--- config.mk ---
export PLATFORM = sky130hd
export DESIGN_NAME = po_scan_loader
export DESIGN_NICKNAME = d
export VERILOG_FILES = /design/src/rtl/po_scan_loader.sv
export SDC_FILE = /design/constraint.sdc
export NUM_CORES = 1
export LEC_CHECK = 0
export BUFFER_PORTS_ARGS = -buffer_cell sky130_fd_sc_hd__buf_2
export CAP_MARGIN = 20
export CELL_PAD_IN_SITES_DETAIL_PLACEMENT = 1
export CELL_PAD_IN_SITES_GLOBAL_PLACEMENT = 1
export CORE_ASPECT_RATIO = 0.75
export CORE_UTILIZATION = 40
export CTS_BUF_LIST = sky130_fd_sc_hd__clkbuf_8
export DETAILED_ROUTE_END_ITERATION = 16
export PLACE_DENSITY_LB_ADDON = 0.1
export SYNTH_ARGS = -nofsm -noshare
export SYNTH_HDL_FRONTEND = slang
export SYNTH_SLANG_ARGS = --single-unit
--- constraint.sdc ---
create_clock -name po_scan_loader_clk -period 1.8 [get_ports po_scan_loader_clk]
set_input_delay 0.36 -clock po_scan_loader_clk [delete_from_list [all_inputs] [get_ports po_scan_loader_clk]]
set_output_delay 0.36 -clock po_scan_loader_clk [all_outputs]
set_load 0.02 [all_outputs]
--- src/rtl/po_scan_loader.sv ---
// po_scan_loader: serially loads a parallel word into a chain of io_po tiles
// while capturing the previous chain contents returning from the last tile.
`default_nettype none

module po_scan_loader #(
    parameter int CHAIN_LEN = 8,
    parameter int CNT_W     = 4
) (
    input  logic                 po_scan_loader_clk,
    input  logic                 po_scan_loader_reset,
    input  logic                 load_valid,
    output logic                 load_ready,
    input  logic [CHAIN_LEN-1:0] load_data,
    output logic                 chain_sc_out,
    input  logic                 chain_sc_in,
    output logic                 chain_se,
    output logic                 cap_valid,
    input  logic                 cap_ready,
    output logic [CHAIN_LEN-1:0] cap_data,
    output logic                 busy
);

    localparam logic [1:0] S_IDLE  = 2'd0;
    localparam logic [1:0] S_SHIFT = 2'd1;
    localparam logic [1:0] S_DONE  = 2'd2;

    logic [1:0]           state_q, state_d;
    logic [CHAIN_LEN-1:0] shift_q, shift_d;
    logic [CHAIN_LEN-2:0] cap_shift_q, cap_shift_d;
    logic [CNT_W-1:0]     cnt_q, cnt_d;
    logic                 se_q, se_d;
    logic                 sc_out_q, sc_out_d;
    logic                 cap_valid_q, cap_valid_d;
    logic [CHAIN_LEN-1:0] cap_data_q, cap_data_d;
    logic                 load_ready_q, load_ready_d;
    logic                 busy_q, busy_d;

    logic                 w_accept;
    logic                 w_last;
    logic [CHAIN_LEN-1:0] w_cap_full;

    assign w_accept   = (state_q == S_IDLE) && load_valid && load_ready_q;
    assign w_last     = (state_q == S_SHIFT) && (cnt_q == CNT_W'(CHAIN_LEN - 1));
    // First bit sampled is the old last-tile value; it walks up to the MSB.
    assign w_cap_full = {cap_shift_q, chain_sc_in};

    always_ff @(posedge po_scan_loader_clk or posedge po_scan_loader_reset) begin
        if (po_scan_loader_reset) begin
            state_q <= S_IDLE;
        end else begin
            state_q <= state_d;
        end
    end

    always_comb begin
        state_d = state_q;
        case (state_q)
            S_IDLE:  if (w_accept)  state_d = S_SHIFT;
            S_SHIFT: if (w_last)    state_d = S_DONE;
            S_DONE:  if (cap_ready) state_d = S_IDLE;
            default:                state_d = S_IDLE;
        endcase
    end

    always_comb begin
        shift_d      = shift_q;
        cap_shift_d  = cap_shift_q;
        cnt_d        = cnt_q;
        se_d         = se_q;
        sc_out_d     = sc_out_q;
        cap_valid_d  = cap_valid_q;
        cap_data_d   = cap_data_q;
        load_ready_d = load_ready_q;
        busy_d       = busy_q;
        case (state_q)
            S_IDLE: begin
                if (w_accept) begin
                    // MSB goes straight onto the chain; the rest queue behind it.
                    shift_d      = load_data << 1;
                    sc_out_d     = load_data[CHAIN_LEN-1];
                    cap_shift_d  = '0;
                    cnt_d        = '0;
                    se_d         = 1'b1;
                    load_ready_d = 1'b0;
                    busy_d       = 1'b1;
                end
            end
            S_SHIFT: begin
                cap_shift_d = w_cap_full[CHAIN_LEN-2:0];
                shift_d     = shift_q << 1;
                if (w_last) begin
                    cnt_d       = '0;
                    se_d        = 1'b0;
                    sc_out_d    = 1'b0;
                    cap_valid_d = 1'b1;
                    cap_data_d  = w_cap_full;
                end else begin
                    cnt_d    = cnt_q + 1'b1;
                    sc_out_d = shift_q[CHAIN_LEN-1];
                end
            end
            S_DONE: begin
                if (cap_ready) begin
                    cap_valid_d  = 1'b0;
                    load_ready_d = 1'b1;
                    busy_d       = 1'b0;
                end
            end
            default: begin
                se_d         = 1'b0;
                sc_out_d     = 1'b0;
                cap_valid_d  = 1'b0;
                load_ready_d = 1'b1;
                busy_d       = 1'b0;
            end
        endcase
    end

    always_ff @(posedge po_scan_loader_clk or posedge po_scan_loader_reset) begin
        if (po_scan_loader_reset) begin
            shift_q      <= '0;
            cap_shift_q  <= '0;
            cnt_q        <= '0;
            se_q         <= 1'b0;
            sc_out_q     <= 1'b0;
            cap_valid_q  <= 1'b0;
            cap_data_q   <= '0;
            load_ready_q <= 1'b1;
            busy_q       <= 1'b0;
        end else begin
            shift_q      <= shift_d;
            cap_shift_q  <= cap_shift_d;
            cnt_q        <= cnt_d;
            se_q         <= se_d;
            sc_out_q     <= sc_out_d;
            cap_valid_q  <= cap_valid_d;
            cap_data_q   <= cap_data_d;
            load_ready_q <= load_ready_d;
            busy_q       <= busy_d;
        end
    end

    assign load_ready   = load_ready_q;
    assign chain_sc_out = sc_out_q;
    assign chain_se     = se_q;
    assign cap_valid    = cap_valid_q;
    assign cap_data     = cap_data_q;
    assign busy         = busy_q;

endmodule

`default_nettype wire
; Word-level counts from Yosys, hierarchy flattened
; Cells that the tools add are included.
; W data, S select, Z words.
[classes]
eq_ne = 6
reduce_logical = 12
add_sub_neg = 1
mux = 24
bitwise_logic = 3
[op_table]
columns = operator, count
row1 = $pmux W8 S2, 1
row2 = $pmux W1 S3, 5
row3 = $pmux W7 S2, 1
row4 = $reduce_and A3 Y1, 4
row5 = $mux W1, 8
row6 = $mux W4, 2
row7 = $mux W8, 1
row8 = $pmux W4 S2, 1
row9 = $mux W7, 1
row10 = $mux W2, 3
row11 = $ne A2 B2 Y1 const B, 3
row12 = $pmux W2 S3, 1
row13 = $reduce_and A2 Y1, 3
row14 = $add A4 B1 Y4 const B, 1
row15 = $eq A4 B3 Y1 const B, 1
row16 = $logic_and A1 B1 Y1, 3
row17 = $not A1 Y1, 3
row18 = $eq A2 B1 Y1 const B, 1
row19 = $eq A2 B2 Y1 const B, 1
row20 = $logic_not A2 Y1, 1
row21 = $reduce_bool A2 Y1, 1
[totals]
output_inout_bits = 13
reg_bits = 34
in_bits = 13

; Longest topological paths before layout
[logic_depth]
ltp_word = 5
ltp_mapped = 6

; Worst setup path after synthesis
; OpenSTA, ideal clock, no wires.
[synth_path]
kind = register to register
startpoint = reg cnt_q[0]
endpoint = reg cap_data_q[0], in the netlist cap_data[0]
stages_incl_launch_ff = 5
slack_ps = 377
period_less_slack_ps = 1423
required_time_ps = 1675
t_arrival_ps = 1298
cell_sequence = dfrtp_1 -> ha_1 -> nand3b_1 -> nor2_4 -> mux2_2
[synth_between]
elab_chain_len = 3
[synth_lines]
columns = element, line
row1 = from (decl), 30  ; logic [CNT_W-1:0] cnt_q, cnt_d;
row2 = from (signal assigned), 133  ; cnt_q <= cnt_d;
row3 = $eq A4 B3 Y1, 43  ; assign w_last = (state_q == S_SHIFT) && (cnt_q == CNT_W'(CHAIN_LEN - 1));
row4 = $logic_and A1 B1 Y1, 43
row5 = $reduce_and A2 Y1 (no line), n/a
row6 = to (signal assigned), 137  ; cap_data_q <= cap_data_d;
row7 = to (decl), 34  ; logic [CHAIN_LEN-1:0] cap_data_q, cap_data_d;
; No other way between the ends.
; A chain may end at the register's enable or synchronous reset.

; Final worst setup path
[layout_path]
startpoint = reg cnt_q[0]
endpoint = reg cap_data_q[3], in the netlist cap_data[3]
; Same word-level chain as after synthesis.

==> reports/qor.yml <==
viasPerCell: 5.15
drv_slew: 0
clkLatencyLatePin_ns: 0.28
synthDominantCellAreaShare_pct: 55.4
placed_cells: 208
clk_pin_slew_ns: 0.07
synth_seq_cells: 33
area_growth_syn_to_layout_pct: 21.1
clock-sinks: 33
wl_per_cell_um: 14.8
yosys-top-cells-area: "dfrtp_1, nand2_1, mux2_2, a21oi_1, nand3_1"
powerDensity_nw_per_um2: 1660
rows: 18
clockPowerShare_pct: 24.2
cp-end-kind: "flop"
arrival_ns: 1.80
synth_area_um2: 1450
post-route-period-util_pct: 91.3
drc: 3
syn-num-nets: 157
crit_type: "flop to flop"
die_w_um: 71.4
io_pins: 26
regArea_um2: 827
p_sw_uw: 1020
h-tree-depth: 2
grt-ovfl-total: 0
max_clock_freq_mhz: 609
p_leak_uw: 0.000887
core_um2: 3380
layout.cells.non_filler: 216
p_int_uw: 1900
grt_pass1_vias: 1127
worstHoldPathType: "primary input to asynchronous set/reset pin"
initial_core_util_pct: 42.8
rsz0062_at_grt: "no"
final.min_clock_period_ns: 1.64
ir_worst_vdd_v: 0.000902
setup_tns_ns: 0
maxSlewHeadroom_pct: 71.5
io_buffers: 25
synth_warnings: 0
cts_tree: "yes"
drive_gt1_share_pct: 29.0
dp_hpwl_um: 2200
multiInputGateArea_um2: 549
grt_pass1_wl_um: 5490
wirelength_um: 3190
dieArea_um2: 3860
combPwrFrac_pct: 33.0
grt_usage_pct: 19.3
die_h_um: 54.1
start_kind: "flop"
cts_root_buf: "clkbuf_8"
cp_max_fo: 9
synth_area_leader_cell: "dfrtp_1"
grt_max_degree: 34
antenna_left: 0
required_ns: 1.96
cts_setup_buffers: 0
insertedDiodeCount: 0
status: "complete, but fails checks"
setup_violations: 0
tightestPinTransition_ns: 0.427
final_nets: 189
synth_cell_types: 26
fill_cells: 400
vias: 1112
drtPass1Iterations: 10
grt_antenna_before_repair: 0
pwr-share-seq_pct: 42.8
cts_hold_buf: 0
swShare_pct: 34.9
cts_resized: 0
max-cap-violations: 0
cts_buffer_depth: 2
syn_inst: 143
failed_checks: "DRC"
synth-seq-area-share_pct: 57.2
syn_avg_cell_area_um2: 10.1
hold_viol: 0
gp_routability_congestion: 0.814
numCtsBuffers: 5
first_iter_violations: 74
skew_ns: 0.00574
==> final cells by class <==
cell class | count | area share (%)
Sequential cell | 33 | 47.2
Multi-Input combinational cell | 97 | 31.4
Timing Repair Buffer | 34 | 11.0
Clock buffer | 6 | 4.72
Tap cell | 40 | 2.86
Clock inverter | 2 | 1.93
Inverter | 4 | 0.858
==> cell usage in the layout, fill, tap and decap left out <==
cell,Yosys,routed
mux2i_1,1,1
inv_1,4,5
or4b_1,1,1
o22ai_1,1,1
a21o_1,2,2
buf_2,4,25
nand3_1,13,13
a21boi_0,1,1
mux2_2,8,8
dfstp_2,1,1
nand3b_1,3,3
nor4bb_1,1,1
nand2_1,26,26
dfrtp_1,32,32
clkbuf_8,0,6
nand2b_1,3,3
ha_1,1,1
o21ai_0,8,8
nor2_4,1,1
a21oi_1,16,16
nor2_1,8,8
nand4bb_1,1,1
nor3_1,1,1
bufinv_16,0,1
nor2b_1,1,1
buf_4,2,9
==> Yosys cell counts <==
cell       number
buf_2           4
nor3_1          1
inv_1           4
nand4bb_1       1
buf_6           1
dfrtp_1        32
nor2_1          8
nand3b_1        3
nand3_1        13
nor2b_1         1
nor2_4          1
o21ai_0         8
dfstp_2         1
nand2_1        26
ha_1            1
or4b_1          1
a21oi_1        16
nor4bb_1        1
mux2i_1         1
buf_4           2
mux2_2          8
a21boi_0        1
o22ai_1         1
clkbuf_1        2
a21o_1          2
nand2b_1        3
==> routing by layer <==
metal	up-vias	GRT usage, %	wire (um)
met4	0	3.00	0
li1	544	-	-
met2	18	31.0	1460
met1	550	26.5	1620
met5	-	0	0
met3	0	5.62	102
==> worst max-delay path: stages, from the launching register on <==
cell and delay [ns]:
dfrtp_1 0.38, ha_1 0.19, nand3b_1 0.26, nor2_4 0.32
mux2_2 0.38
==> through the flow <==
step	utilization [%]	cell area (um2)	total power, uW	hold WS [ns]	setup slack (ns)
2_1_floorplan	-	1450	1900	0.454	0.377
3_3_place_gp	48.4	1630	2160	0.464	0.256
3_5_place_dp	48.4	1630	2230	0.479	0.131
4_1_cts	51.8	1750	2960	0.184	0.110
5_1_grt	51.8	1750	3130	0.219	0.0152
6_report	51.8	1750	2910	0.167	0.157
==> cell families (layout without fill, tap and decap cells) <==
logic type                 after synthesis  after routing  share of synthesized area [%]
adders and majority gates                1              1                          0.866
AOI/OAI and AO/OA                       28             28                           10.3
and+or+nand+nor                         59             59                           19.9
DFF                                     33             33                           57.2
buffers and inverters                   13             46                           4.76
muxes                                    9              9                           6.93
==> worst paths after layout <==
path / from / endpoint / slack (ns) / cells after the start
min in group po_scan_loader_clk: load_data[0] / shift_q[1] / 0.28 / 3
max in group asynchronous: po_scan_loader_reset / load_ready / 1.29 / 3
min reg2reg: cap_shift_q[1] / cap_shift_q[2] / 0.49 / 2
max: cnt_q[0] / cap_data[3] / 0.16 / 4
max reg2reg: cnt_q[0] / cap_data[3] / 0.16 / 4
min: po_scan_loader_reset / cap_data[6] / 0.17 / 3
==> power by group through the flow <==
| stage | Sequential [uW] | Combinational [uW] | Clock (uW) |
|---|---|---|---|
| 2_1_floorplan | 1370 | 527 | 0 |
| 3_3_place_gp | 1240 | 925 | 0 |
| 3_5_place_dp | 1260 | 977 | 0 |
| 4_1_cts | 1250 | 980 | 729 |
| 5_1_grt | 1290 | 1080 | 767 |
| 6_report | 1250 | 962 | 705 |
==> flip-flops by register name, indices dropped and copies added, names as in the netlist <==
name          flops
cap_data          8
cap_shift_q       7
shift_q           7
cnt_q             4
state_q           2
busy              1
cap_valid         1
chain_sc_out      1
chain_se          1
load_ready        1
Note: power is estimated with default switching activity, not from simulation.
